--- src/rtl/gpio_cond_pkg.sv ---
// rtl/gpio_cond_pkg.sv - width helpers and per-bit event record for the GPIO input conditioner
package gpio_cond_pkg;

  function automatic int DB_CNT_W(input int ticks);
    return (ticks < 1) ? 1 : $clog2(ticks + 1);
  endfunction

  function automatic int TICK_W(input int cycles);
    return (cycles <= 1) ? 1 : $clog2(cycles);
  endfunction

  typedef struct packed {
    logic level;
    logic rise;
    logic fall;
  } gpio_bit_evt_t;

endpackage

--- src/rtl/gpio_debounce_bit.sv ---
// rtl/gpio_debounce_bit.sv - one-bit 2-FF synchronizer, tick-based debounce and edge flags
// Edge flags exist only when GPIO_COND_EDGE_EN is defined.
module gpio_debounce_bit
  import gpio_cond_pkg::*;
#(
  parameter int   DEBOUNCE_TICKS = 10,
  parameter logic RESET_VAL      = 1'b0
) (
  input  logic          clk,
  input  logic          reset_n,
  input  logic          raw_i,
  input  logic          tick_i,
  input  logic          evt_clr_i,
  output gpio_bit_evt_t evt_o
);

  localparam int            CW       = DB_CNT_W(DEBOUNCE_TICKS);
  localparam logic [CW-1:0] CNT_LAST = CW'(DEBOUNCE_TICKS - 1);

  logic          s1_q, s2_q;
  logic          level_q, level_d;
  logic [CW-1:0] cnt_q, cnt_d;

  // Any cycle where the synchronized pin agrees with the accepted level restarts the window.
  always_comb begin
    level_d = level_q;
    cnt_d   = cnt_q;
    if (s2_q == level_q) begin
      cnt_d = '0;
    end else if (tick_i) begin
      if (cnt_q == CNT_LAST) begin
        level_d = s2_q;
        cnt_d   = '0;
      end else begin
        cnt_d = cnt_q + CW'(1);
      end
    end
  end

  always_ff @(posedge clk or negedge reset_n) begin
    if (!reset_n) begin
      s1_q    <= RESET_VAL;
      s2_q    <= RESET_VAL;
      level_q <= RESET_VAL;
      cnt_q   <= '0;
    end else begin
      s1_q    <= raw_i;
      s2_q    <= s1_q;
      level_q <= level_d;
      cnt_q   <= cnt_d;
    end
  end

`ifdef GPIO_COND_EDGE_EN
  logic accept;
  logic rise_q, fall_q;

  assign accept = (s2_q != level_q) && tick_i && (cnt_q == CNT_LAST);

  // A new edge beats a clear arriving in the same cycle.
  always_ff @(posedge clk or negedge reset_n) begin
    if (!reset_n) begin
      rise_q <= 1'b0;
      fall_q <= 1'b0;
    end else begin
      if (accept && s2_q)       rise_q <= 1'b1;
      else if (evt_clr_i)       rise_q <= 1'b0;
      if (accept && !s2_q)      fall_q <= 1'b1;
      else if (evt_clr_i)       fall_q <= 1'b0;
    end
  end

  assign evt_o = '{level: level_q, rise: rise_q, fall: fall_q};
`else
  logic unused_evt_clr;
  assign unused_evt_clr = evt_clr_i;
  assign evt_o = '{level: level_q, rise: 1'b0, fall: 1'b0};
`endif

endmodule

--- src/rtl/gpio_input_conditioner.sv ---
// rtl/gpio_input_conditioner.sv - shared debounce tick, per-bit conditioners and change interrupt
// Edge flags and change_irq are built only when GPIO_COND_EDGE_EN is defined.
module gpio_input_conditioner
  import gpio_cond_pkg::*;
#(
  parameter int              clk_mhz        = 50,
  parameter int              W_IN           = 21,
  parameter int              TICK_CYCLES    = clk_mhz * 1000,
  parameter int              DEBOUNCE_TICKS = 10,
  parameter logic [W_IN-1:0] RESET_VAL      = '0
) (
  input  logic            clk,
  input  logic            reset_n,
  input  logic [W_IN-1:0] raw_in,
  output logic [W_IN-1:0] gpio_in,
  output logic [W_IN-1:0] rise_evt,
  output logic [W_IN-1:0] fall_evt,
  input  logic [W_IN-1:0] evt_clr,
  output logic            change_irq
);

  localparam int            TW        = TICK_W(TICK_CYCLES);
  localparam logic [TW-1:0] TICK_LAST = TW'(TICK_CYCLES - 1);

  logic [TW-1:0] tick_cnt_q, tick_cnt_d;
  logic          tick_q;
  logic          tick_wrap;

  assign tick_wrap  = (tick_cnt_q == TICK_LAST);
  assign tick_cnt_d = tick_wrap ? '0 : tick_cnt_q + TW'(1);

  // tick_q is high for the one cycle in which the count sits at zero after a wrap.
  always_ff @(posedge clk or negedge reset_n) begin
    if (!reset_n) begin
      tick_cnt_q <= '0;
      tick_q     <= 1'b0;
    end else begin
      tick_cnt_q <= tick_cnt_d;
      tick_q     <= tick_wrap;
    end
  end

  gpio_bit_evt_t bit_evt [W_IN];

  for (genvar i = 0; i < W_IN; i++) begin : g_bit
    gpio_debounce_bit #(
      .DEBOUNCE_TICKS(DEBOUNCE_TICKS),
      .RESET_VAL     (RESET_VAL[i])
    ) u_bit (
      .clk      (clk),
      .reset_n  (reset_n),
      .raw_i    (raw_in[i]),
      .tick_i   (tick_q),
      .evt_clr_i(evt_clr[i]),
      .evt_o    (bit_evt[i])
    );
    assign gpio_in[i]  = bit_evt[i].level;
    assign rise_evt[i] = bit_evt[i].rise;
    assign fall_evt[i] = bit_evt[i].fall;
  end

`ifdef GPIO_COND_EDGE_EN
  logic change_irq_q;

  always_ff @(posedge clk or negedge reset_n) begin
    if (!reset_n) change_irq_q <= 1'b0;
    else          change_irq_q <= |(rise_evt | fall_evt);
  end

  assign change_irq = change_irq_q;
`else
  assign change_irq = 1'b0;
`endif

endmodule

--- config.mk ---
export PLATFORM = sky130hd
export DESIGN_NAME = gpio_input_conditioner
export DESIGN_NICKNAME = d
export VERILOG_FILES = /design/src/rtl/gpio_cond_pkg.sv /design/src/rtl/gpio_debounce_bit.sv /design/src/rtl/gpio_input_conditioner.sv
export SDC_FILE = /design/constraint.sdc
export NUM_CORES = 1
export LEC_CHECK = 0
export CAP_MARGIN = 0
export CORE_ASPECT_RATIO = 1.2
export CORE_UTILIZATION = 36
export CTS_CLUSTER_SIZE = 40
export DETAILED_ROUTE_END_ITERATION = 6
export DONT_BUFFER_PORTS = 1
export PLACE_DENSITY = 0.52
export SYNTH_ARGS = -nofsm -noshare
export SYNTH_HDL_FRONTEND = slang
export SYNTH_SLANG_ARGS = --single-unit
--- constraint.sdc ---
create_clock -name clk -period 2.2 [get_ports clk]
set_input_delay 0.44 -clock clk [delete_from_list [all_inputs] [get_ports clk]]
set_output_delay 0.44 -clock clk [all_outputs]
set_load 0.005 [all_outputs]
==> impl_metrics.csv <==
group,metric,value,unit
route,drt_iter0_drc,161,
layout,syn2layout_area_growth,7.24,%
die,initial_core_util,37.1,%
outcome,status,"finished with violations",
worst_setup_path,crit_chain,"inv_1 > ha_1 > nand2_1 > o211ai_1 > nor2_1 > a211o_1",
global_routing,antenna_found_initial,0,
layout,fin_nets,808,
pwr,max-vdd-ir-drop,0.483,mV
place,hpwl,8660,um
synth,synth_top_area_share,52.2,%
timing,setup_violations,0,
synth,synth-edff-count,0,
die,io_pins,108,
synth,syn-cell-area,0.00786,mm^2
clocking,root_buffer,"clkbuf_16",
synth,syn_inst,732,
timing,clock_skew,0.00863,ns
timing,rsz0062_at_grt,"no",
timing,final_hold_viol_count,164,
place,globalplace.congestion,0.775,
timing,tns,0,ns
synth,postSynthAreaPerCell,10.7,um^2
clocking,htree_num_levels,4,
global_routing,grt_max_degree,165,
worst_setup_path,cp-start-kind,"register",
die,dieArea,0.0224,mm^2
layout,drive_gt1_share,8.45,%
pwr,power_density,714,mW/mm^2
clocking,clkLatencyLatePin,0.42,ns
synth,synth_most_common_cell,"dfrtp_1",
worst_hold_path,worst_hold_path_type,"input port to async pin",
worst_setup_path,critPathMaxStageDelay,0.41,ns
synth,yosys_warnings,0,
synth,synth-main-ff-cell,"dfrtp_1",
route,drcViolationCount,0,
route,vias,4938,
worst_setup_path,arrival,1.84,ns
worst_setup_path,setup.worst_path.class,"register to register",
outcome,violations,"hold timing",
synth,ys_types,38,
die,std_cell_rows,58,
pwr,finalPower,6.02,mW
timing,hold_slack,-0.287,ns
synth,yosys_register_bits,164,
worst_setup_path,critPathSlowestCell,"dfrtp_1",
clocking,cts_resized,0,
synth,netlist_top_cells_count,"dfrtp_1 (164), nand2_1 (80), buf_4 (66)",
global_routing,globalRouteTotalUtil,12.6,%
synth,seq_area_frac_synth,52.2,%
worst_setup_path,path_delay_family,"compound AO/OA/AOI/OAI gates",
global_routing,grt_pass1_vias,5022,
global_routing,grt_overflow,0,
clocking,clock_path_buffers,2,
route,totalWireLength,13200,um
worst_setup_path,critPathBufInv,1,
route,ant_nets,0,
layout,num_antenna_cells,0,
die,die_h,164,um
timing,drv_slew,0,
pwr,p_leak,3.78,nW
clocking,numCtsBuffers,17,
timing,fin_crit,1.54,ns
die,die_w,137,um
route,wl_per_cell,13.2,um
flow_run,drv_cap,0,
synth,synthTopCellsByArea,"dfrtp_1 (52%), ha_1 (6.8%), buf_4 (6.3%)",
worst_setup_path,crit_path_end_kind,"register",
worst_setup_path,crit_fanout,5,
clocking,post_cts_buffers,0,
timing,fmax,0.649,GHz
route,vias_per_cell,4.92,
clocking,clk_pin_slew,0.07,ns
clocking,tritoncts,"yes",
global_routing,grt_pass1_wl,22300,um
clocking,cts_sinks,164,
synth,synthArstFlopShare,100,%
die,core,0.0212,mm^2
timing,fin_crit_sh,70.1,%
place,port_buffers,0,
worst_setup_path,required,2.50,ns
route,drtPass1Iterations,4,
synth,yosys.area.top_type,"dfrtp_1",
## where the power goes
part / leakage [nW] / total (mW) / internal, mW / switching [mW]
clock: 0.277 / 2.88 / 1.59 / 1.30
sequential: 2.18 / 3.07 / 3.05 / 0.0177
combinational: 1.33 / 0.0635 / 0.0171 / 0.0464
total: 3.78 / 6.02 / 4.66 / 1.36
## placed cells by master, fill, tap and decap left out, types with 8 or more instances in the layout
cell and instances:
o31ai_1 19, and2_1 20, o2bb2ai_1 8, inv_1 43
ha_1 43, nor2_1 28, nand3_1 25, nor3_1 23
dfrtp_1 164, o211ai_1 35, a21oi_1 12, nand2_1 80
a211o_1 9, conb_1 43, o21ai_0 46, mux2_2 19
xnor2_1 12, xor2_1 30, clkbuf_16 17, or3_1 17
## logic make-up (layout without fill, tap and decap cells)
group,Yosys count,count (layout),synth area share (%)
other,1,43,0.0477
flip-flops,164,164,52.2
AND/OR/NAND/NOR,212,212,13.5
AO/OA/AOI/OAI,131,131,10.9
adder cells (fa/ha/maj),43,43,6.84
buffers and inverters,119,79,8.91
multiplexers,20,20,2.86
XOR/XNOR,42,42,4.68
## state kept, by name, indices dropped and copies added, names as in the netlist
register and cells:
tick_q 1, g_bit.u_bit.s1_q 21, g_bit.u_bit.s2_q 21, g_bit.u_bit.cnt_q 84, tick_cnt_q 16, g_bit.u_bit.level_q 21
## final timing paths
kind / cells after the start / end / start / slack (ns)
setup / recovery: 6 / g_bit[8].u_bit.cnt_q[3] / g_bit[8].u_bit.cnt_q[1] / 0.66
hold / removal: 0 / g_bit[20].u_bit.s1_q / reset_n / -0.29
setup reg to reg: 6 / g_bit[8].u_bit.cnt_q[3] / g_bit[8].u_bit.cnt_q[1] / 0.66
hold reg to reg: 0 / g_bit[8].u_bit.s2_q / g_bit[8].u_bit.s1_q / 0.35
max in group asynchronous: 0 / g_bit[14].u_bit.level_q / reset_n / 2.26
min in group clk: 0 / g_bit[11].u_bit.s1_q / raw_in[11] / 0.04
## area by class of cell
| class | count | area (um^2) |
|---|---|---|
| clock buffer | 17 | 425 |
| clock inverter | 15 | 149 |
| fill | 2021 | 12800 |
| inverter | 44 | 165 |
| multi-input combinational | 491 | 3220 |
| sequential | 164 | 4100 |
| tap | 270 | 338 |
| timing repair buffer | 3 | 35.0 |
## routing by layer
layer	wire, um	track usage (%)	up-vias
met5	0	0	-
met4	234	5.29	0
met3	446	3.36	20
met2	6870	22.7	96
met1	5680	13.8	2428
li1	-	-	2394
## through the flow
step                      cells  util [%]  hold slack (ns)  instance area, um^2  setup WS [ns]
after floorplan             774         -            0.144                 8020          0.842
after global placement      972      37.1            0.148                 7860          0.694
after global routing       1004      39.8           -0.318                 8430          0.536
after detailed placement    972      37.1            0.148                 7860          0.652
final                      1004      39.8           -0.287                 8430          0.658
after CTS                  1004      39.8           -0.315                 8430          0.640
No activity file was read; power rests on OpenSTA's default activity.
